<file path="src/rtl/vram_write_queue_if.sv">
// Write-request / VRAM-output bundle for vram_write_queue.
// The CPU-side snooper is the master; the queue is the slave.
interface vram_write_queue_if #(
  parameter int unsigned DEPTH = 8,
  parameter int unsigned AW    = 15,
  parameter int unsigned DW    = 8
);
  localparam int unsigned LW = $clog2(DEPTH) + 1;

  logic          wrReq;
  logic [AW-1:0] wrAddr;
  logic [DW-1:0] wrData;
  logic          wrAck;
  logic          full;
  logic          empty;
  logic [LW-1:0] level;
  logic          overflow;
  logic [AW-1:0] vramAddr;
  logic [DW-1:0] vramDataOut;
  logic          nvramWE;

  modport master (
    output wrReq, wrAddr, wrData,
    input  wrAck, full, empty, level, overflow, vramAddr, vramDataOut, nvramWE
  );

  modport slave (
    input  wrReq, wrAddr, wrData,
    output wrAck, full, empty, level, overflow, vramAddr, vramDataOut, nvramWE
  );
endinterface

</file>
<file path="src/rtl/vram_write_queue.sv">
// Posted VRAM byte-write FIFO, drained one entry per 8-pixel sequence (strobe in seq==7).
// Define VRAM_WRQ_COALESCE_EN to merge a write into the tail entry on an address match.
module vram_write_queue #(
  parameter int unsigned DEPTH = 8,
  parameter int unsigned AW    = 15,
  parameter int unsigned DW    = 8
) (
  input logic               pixClk,
  input logic               reset,
  input logic [2:0]         seq,
  vram_write_queue_if.slave bus
);
  localparam int unsigned PW = $clog2(DEPTH);
  localparam int unsigned LW = PW + 1;

  typedef enum logic [1:0] {StIdle, StStrobe, StHold} drainState_e;

  drainState_e   stateQ, stateD;
  logic [AW-1:0] addrMem [DEPTH];
  logic [DW-1:0] dataMem [DEPTH];
  logic [PW-1:0] wrPtrQ, rdPtrQ;
  logic [LW-1:0] countQ, countD;
  logic          wrAckQ, overflowQ;
  logic          nvramWEQ, nvramWED;
  logic [AW-1:0] vramAddrQ, vramAddrD;
  logic [DW-1:0] vramDataQ, vramDataD;
  logic          isFull, isEmpty, launch, popping, push, drop, coalesce;

  assign isFull  = (countQ == LW'(DEPTH));
  assign isEmpty = (countQ == '0);
  assign popping = (stateQ == StHold);
  assign launch  = (stateQ == StIdle) && (seq == 3'd5) && !isEmpty;

`ifdef VRAM_WRQ_COALESCE_EN
  logic [PW-1:0] tailPtr;
  assign tailPtr = wrPtrQ - PW'(1);
  // A lone entry being launched this edge is already in flight, so it must not be merged into.
  assign coalesce = bus.wrReq && !isEmpty && (addrMem[tailPtr] == bus.wrAddr) &&
                    !((countQ == LW'(1)) && ((stateQ != StIdle) || launch));
`else
  assign coalesce = 1'b0;
`endif

  assign push = bus.wrReq && !coalesce && (!isFull || popping);
  assign drop = bus.wrReq && !coalesce && isFull && !popping;

  always_ff @(posedge pixClk) begin
    if (push) begin
      addrMem[wrPtrQ] <= bus.wrAddr;
      dataMem[wrPtrQ] <= bus.wrData;
    end
`ifdef VRAM_WRQ_COALESCE_EN
    else if (coalesce) begin
      dataMem[tailPtr] <= bus.wrData;
    end
`endif
  end

  always_comb begin
    stateD    = stateQ;
    nvramWED  = nvramWEQ;
    vramAddrD = vramAddrQ;
    vramDataD = vramDataQ;
    unique case (stateQ)
      StIdle: begin
        if (launch) begin
          vramAddrD = addrMem[rdPtrQ];
          vramDataD = dataMem[rdPtrQ];
          stateD    = StStrobe;
        end
      end
      StStrobe: begin
        nvramWED = 1'b0;
        stateD   = StHold;
      end
      StHold: begin
        nvramWED = 1'b1;
        stateD   = StIdle;
      end
      default: stateD = StIdle;
    endcase
  end

  always_comb begin
    countD = countQ;
    unique case ({push, popping})
      2'b10:   countD = countQ + LW'(1);
      2'b01:   countD = countQ - LW'(1);
      default: countD = countQ;
    endcase
  end

  always_ff @(posedge pixClk) begin
    if (reset) begin
      stateQ    <= StIdle;
      wrPtrQ    <= '0;
      rdPtrQ    <= '0;
      countQ    <= '0;
      wrAckQ    <= 1'b0;
      overflowQ <= 1'b0;
      nvramWEQ  <= 1'b1;
      vramAddrQ <= '0;
      vramDataQ <= '0;
    end else begin
      stateQ    <= stateD;
      countQ    <= countD;
      wrAckQ    <= push || coalesce;
      nvramWEQ  <= nvramWED;
      vramAddrQ <= vramAddrD;
      vramDataQ <= vramDataD;
      if (push) begin
        wrPtrQ <= wrPtrQ + PW'(1);
      end
      if (popping) begin
        rdPtrQ <= rdPtrQ + PW'(1);
      end
      if (drop) begin
        overflowQ <= 1'b1;
      end
    end
  end

  assign bus.wrAck       = wrAckQ;
  assign bus.full        = isFull;
  assign bus.empty       = isEmpty;
  assign bus.level       = countQ;
  assign bus.overflow    = overflowQ;
  assign bus.vramAddr    = vramAddrQ;
  assign bus.vramDataOut = vramDataQ;
  assign bus.nvramWE     = nvramWEQ;
endmodule

</file>
<file path="src/flat_wrapper.sv">
// flat-port wrapper written by rule: the top's interface ports become plain ports
module vram_write_queue_flat 
#(
  parameter int unsigned DEPTH = 8,
  parameter int unsigned AW    = 15,
  parameter int unsigned DW    = 8
)
  (pixClk, reset, seq, bus_wrReq, bus_wrAddr, bus_wrData, bus_wrAck, bus_full, bus_empty, bus_level, bus_overflow, bus_vramAddr, bus_vramDataOut, bus_nvramWE);
  vram_write_queue_if #(.DEPTH(DEPTH), .AW(AW), .DW(DW)) bus_i ();
  input logic pixClk;
  input logic reset;
  input logic [2:0] seq;
  input wire logic [$bits(bus_i.wrReq)-1:0] bus_wrReq;
  input wire logic [$bits(bus_i.wrAddr)-1:0] bus_wrAddr;
  input wire logic [$bits(bus_i.wrData)-1:0] bus_wrData;
  output wire logic [$bits(bus_i.wrAck)-1:0] bus_wrAck;
  output wire logic [$bits(bus_i.full)-1:0] bus_full;
  output wire logic [$bits(bus_i.empty)-1:0] bus_empty;
  output wire logic [$bits(bus_i.level)-1:0] bus_level;
  output wire logic [$bits(bus_i.overflow)-1:0] bus_overflow;
  output wire logic [$bits(bus_i.vramAddr)-1:0] bus_vramAddr;
  output wire logic [$bits(bus_i.vramDataOut)-1:0] bus_vramDataOut;
  output wire logic [$bits(bus_i.nvramWE)-1:0] bus_nvramWE;
  assign bus_i.wrReq = bus_wrReq;
  assign bus_i.wrAddr = bus_wrAddr;
  assign bus_i.wrData = bus_wrData;
  assign bus_wrAck = bus_i.wrAck;
  assign bus_full = bus_i.full;
  assign bus_empty = bus_i.empty;
  assign bus_level = bus_i.level;
  assign bus_overflow = bus_i.overflow;
  assign bus_vramAddr = bus_i.vramAddr;
  assign bus_vramDataOut = bus_i.vramDataOut;
  assign bus_nvramWE = bus_i.nvramWE;
  vram_write_queue #(.DEPTH(DEPTH), .AW(AW), .DW(DW)) u_core (.pixClk(pixClk), .reset(reset), .seq(seq), .bus(bus_i));
endmodule
</file>
<file path="config.mk">
export PLATFORM = sky130hd
export DESIGN_NAME = vram_write_queue_flat
export DESIGN_NICKNAME = d
export VERILOG_FILES = /design/src/rtl/vram_write_queue_if.sv /design/src/rtl/vram_write_queue.sv /design/src/flat_wrapper.sv
export SDC_FILE = /design/constraint.sdc
export NUM_CORES = 1
export LEC_CHECK = 0
export CORE_ASPECT_RATIO = 0.8
export CORE_MARGIN = 2
export CORE_UTILIZATION = 25
export CTS_BUF_LIST = sky130_fd_sc_hd__clkbuf_4
export CTS_CLUSTER_SIZE = 25
export DETAILED_ROUTE_END_ITERATION = 6
export PLACE_DENSITY_LB_ADDON = 0.3
export SLEW_MARGIN = 20
export SYNTH_ARGS = -nofsm -noshare
export SYNTH_HDL_FRONTEND = slang
export SYNTH_SLANG_ARGS = --single-unit
export TNS_END_PERCENT = 100
</file>
<file path="constraint.sdc">
create_clock -name pixClk -period 3.87 [get_ports pixClk]
set_clock_uncertainty 0.05 [all_clocks]
set_input_delay 0.387 -clock pixClk [delete_from_list [all_inputs] [get_ports pixClk]]
set_output_delay 0.387 -clock pixClk [all_outputs]
set_load 0.05 [all_outputs]
</file>
==> flow_metrics.env <==
export IMPL_drcViolationCount=0
export IMPL_syn_mean_instance_area_um2=20.6
export IMPL_fin_crit_sh_pct=80.0
export IMPL_period_needed_ns=3.10
export IMPL_nNetsFinal=558
export IMPL_critPathKind="flip-flop to primary output"
export IMPL_seqPwrFrac_pct=54.8
export IMPL_grt_util_met1_pct=13.1
export IMPL_max_stage_delay_ns=0.81
export IMPL_cts_tree="yes"
export IMPL_grt_pass1_wl_mm=28.3
export IMPL_initial_core_util_pct=25.3
export IMPL_vias_per_cell=4.33
export IMPL_wl_per_cell_um=18.6
export IMPL_synth_nets=445
export IMPL_finalPower_mw=4.85
export IMPL_holdPathStages=1
export IMPL_cts_reportedPaths_clkPinSlew_ns=0.07
export IMPL_gp_congestion=0.671
export IMPL_p_int_mw=3.75
export IMPL_crit_path_start_kind="flip-flop"
export IMPL_ys_seq_area_share_pct=74.3
export IMPL_cts_resized=0
export IMPL_synth_top_area_cell="edfxtp_1"
export IMPL_final_max_slew_violation_count=0
export IMPL_layout_commonest_cell="edfxtp_1"
export IMPL_power_switching_mw=1.11
export IMPL_area_delta_synth_final_pct=22.5
export IMPL_ys_warn_count=0
export IMPL_fillers=3270
export IMPL_p_leak_nw=3.36
export IMPL_syn_cell_area_um2=8460
export IMPL_grt_overflow=0
export IMPL_path_max_fanout=9
export IMPL_arrival_ns=2.66
export IMPL_rr_worst_depth=6
export IMPL_dp_hpwl_mm=10.7
export IMPL_dp_slack_ns=1.39
export IMPL_grt_util_all_layers_pct=10.8
export IMPL_ys_seq_elements=222
export IMPL_rows=60
export IMPL_setup_ws_ns=0.773
export IMPL_critPathSlowestCell="clkdlybuf4s50_1"
export IMPL_drive_above_1_share_pct=29.1
export IMPL_rsz0062_at_grt="false"
export IMPL_cp_top_family="buffers and inverters"
export IMPL_clk_latency_ns=0.68
export IMPL_antenna_found_initial=1
export IMPL_htreeDepth=2
export IMPL_max_slew_margin_pct=44.3
export IMPL_finalHoldViolations=0
export IMPL_dr_total_vias=4354
export IMPL_cts_root_buf="clkbuf_4"
export IMPL_cts_buffers_inserted=56
export IMPL_mostFrequentLayoutCells="edfxtp_1, clkbuf_4, clkdlybuf4s50_1"
export IMPL_gr_usage_met2_pct=18.2
export IMPL_path_depth=3
export IMPL_use_met3_pct=2.84
export IMPL_hp_class="primary input to flip-flop"
export IMPL_cts_path_max_buffers=3
export IMPL_swShare_pct=22.8
export IMPL_cap_viol_max_count=0
export IMPL_cp_cell_sequence="or4b_1 > inv_1 > clkdlybuf4s50_1"
export IMPL_synth_area_leaders="edfxtp_1, dfxtp_1, mux4_2"
export IMPL_p_clk_share_pct=40.0
export IMPL_finalSetupTns_ns=0
export IMPL_critPathBufInv=2
export IMPL_grt_pass1_vias=4792
export IMPL_coreArea_um2=33500
export IMPL_ios=61
export IMPL_layout_cells_non_filler=1006
export IMPL_required_ns=3.43
export IMPL_cellPowerDensity_nw_per_um2=469
export IMPL_postRouteAntennaNets=0
export IMPL_post_cts_buffers=0
export IMPL_synth_cells=410
export IMPL_status="finished clean"
export IMPL_busiest_layer="met2"
export IMPL_worst_slew_pin_slew_ns=0.836
export IMPL_finalSetupViolations=0
export IMPL_synth_top_area_share_pct=65.3
export IMPL_die_width_um=210
export IMPL_end_kind="primary output"
export IMPL_dieArea_um2=35300
export IMPL_netlist_cell_type_count=37
export IMPL_grt_max_degree=24
export IMPL_portBuffers=60
export IMPL_first_iter_violations=208
export IMPL_dpl_cell_count=899
export IMPL_cts_hold_buf=0
export IMPL_ir_drop_mv=0.164
export IMPL_dieHeight_um=169
export IMPL_combPwrFrac_pct=5.1
export IMPL_cts_sinks=222
export IMPL_routed_wl_mm=18.7
export IMPL_fmax_mhz=323
export IMPL_drtPass1Iterations=4
[cell usage after synthesis]
library cell	number
edfxtp_1	184
dfxtp_1	38
mux4_2	30
a22o_1	23
mux2_2	23
nor2_1	19
mux4_1	16
clkbuf_1	11
ha_1	6
xor2_1	6
a21oi_1	5
buf_2	4
inv_1	4
mux2i_1	4
nand2_1	4
nor2b_1	3
nor3_1	3
buf_1	2
buf_12	2
buf_4	2
buf_6	2
nand2b_1	2
o211ai_1	2
or2_1	2
a211o_1	1
a221oi_1	1
a22oi_1	1
a32oi_1	1
and2b_1	1
and3_1	1
nand3_1	1
nand4b_1	1
nor4_1	1
o21ai_0	1
o21ai_2	1
or4b_1	1
xnor2_1	1
[state kept, by name, summed over array words and instances (netlist names)]
name	cells
u_core.bus.level	4
u_core.addrMem	120
u_core.bus.nvramWE	1
u_core.dataMem	64
u_core.bus.vramDataOut	8
u_core.wrPtrQ	3
u_core.bus.overflow	1
u_core.bus.wrAck	1
u_core.rdPtrQ	3
u_core.bus.vramAddr	15
u_core.stateQ	2
[per-stage QoR]
stage / area (µm²) / util [%] / hold WS (ns)
after floorplan: 8460 / - / 0.404
after CTS: 10400 / 30.9 / 0.332
final: 10400 / 30.9 / 0.381
after global placement: 9630 / 28.8 / 0.405
after detailed placement: 9630 / 28.8 / 0.416
after global routing: 10400 / 30.9 / 0.346
[per-layer routing]
metal,part of all wire (%),wire (µm)
met1,44,8260
met3,4.8,893
met4,2.3,433
met5,0,0
met2,49,9130
[cell type report]
type | count | area [µm²] | share of cell area [%]
flip-flops and latches | 222 | 6290 | 60.7
repair buffers | 78 | 748 | 7.22
diodes | 1 | 2.50 | 0.0242
clock buffers | 78 | 586 | 5.65
inverters | 4 | 15.0 | 0.145
clock inverters | 28 | 136 | 1.32
multi-input cells | 161 | 2040 | 19.7
well taps | 434 | 543 | 5.24
[worst paths after layout]
kind | start | end | slack [ns]
hold / removal | bus_wrAddr[13] | u_core.addrMem[4][13]$_DFFE_PP_ | 0.38
hold reg to reg | u_core.bus.overflow$_SDFFE_PP0P_ | u_core.bus.overflow$_SDFFE_PP0P_ | 0.43
setup / recovery | u_core.bus.level[1]$_SDFFE_PP0P_ | bus_full | 0.77
setup reg to reg | u_core.stateQ[0]$_SDFFE_PP0P_ | u_core.addrMem[6][3]$_DFFE_PP_ | 1.50
[cell families after synthesis]
kind of cell             count (synthesis)  share of synthesized area [%]
adder cells (fa/ha/maj)                  6                          0.888
flip-flops                             222                           74.3
multiplexers                            73                           16.5
AND/OR/NAND/NOR                         39                           2.23
buffers and inverters                   27                           1.91
XOR/XNOR                                 7                          0.725
AO/OA/AOI/OAI                           36                           3.42
[power by group through the flow]
| stage | combinational, mW | sequential (mW) | clock, mW |
|---|---|---|---|
| detailed placement | 0.253 | 2.71 | 0 |
| global placement | 0.247 | 2.71 | 0 |
| floorplan | 0.103 | 2.74 | 0 |
| CTS | 0.254 | 2.66 | 2.02 |
| global route | 0.268 | 2.66 | 2.16 |
| finish | 0.250 | 2.66 | 1.94 |
No activity file was read; power rests on OpenSTA's default activity.
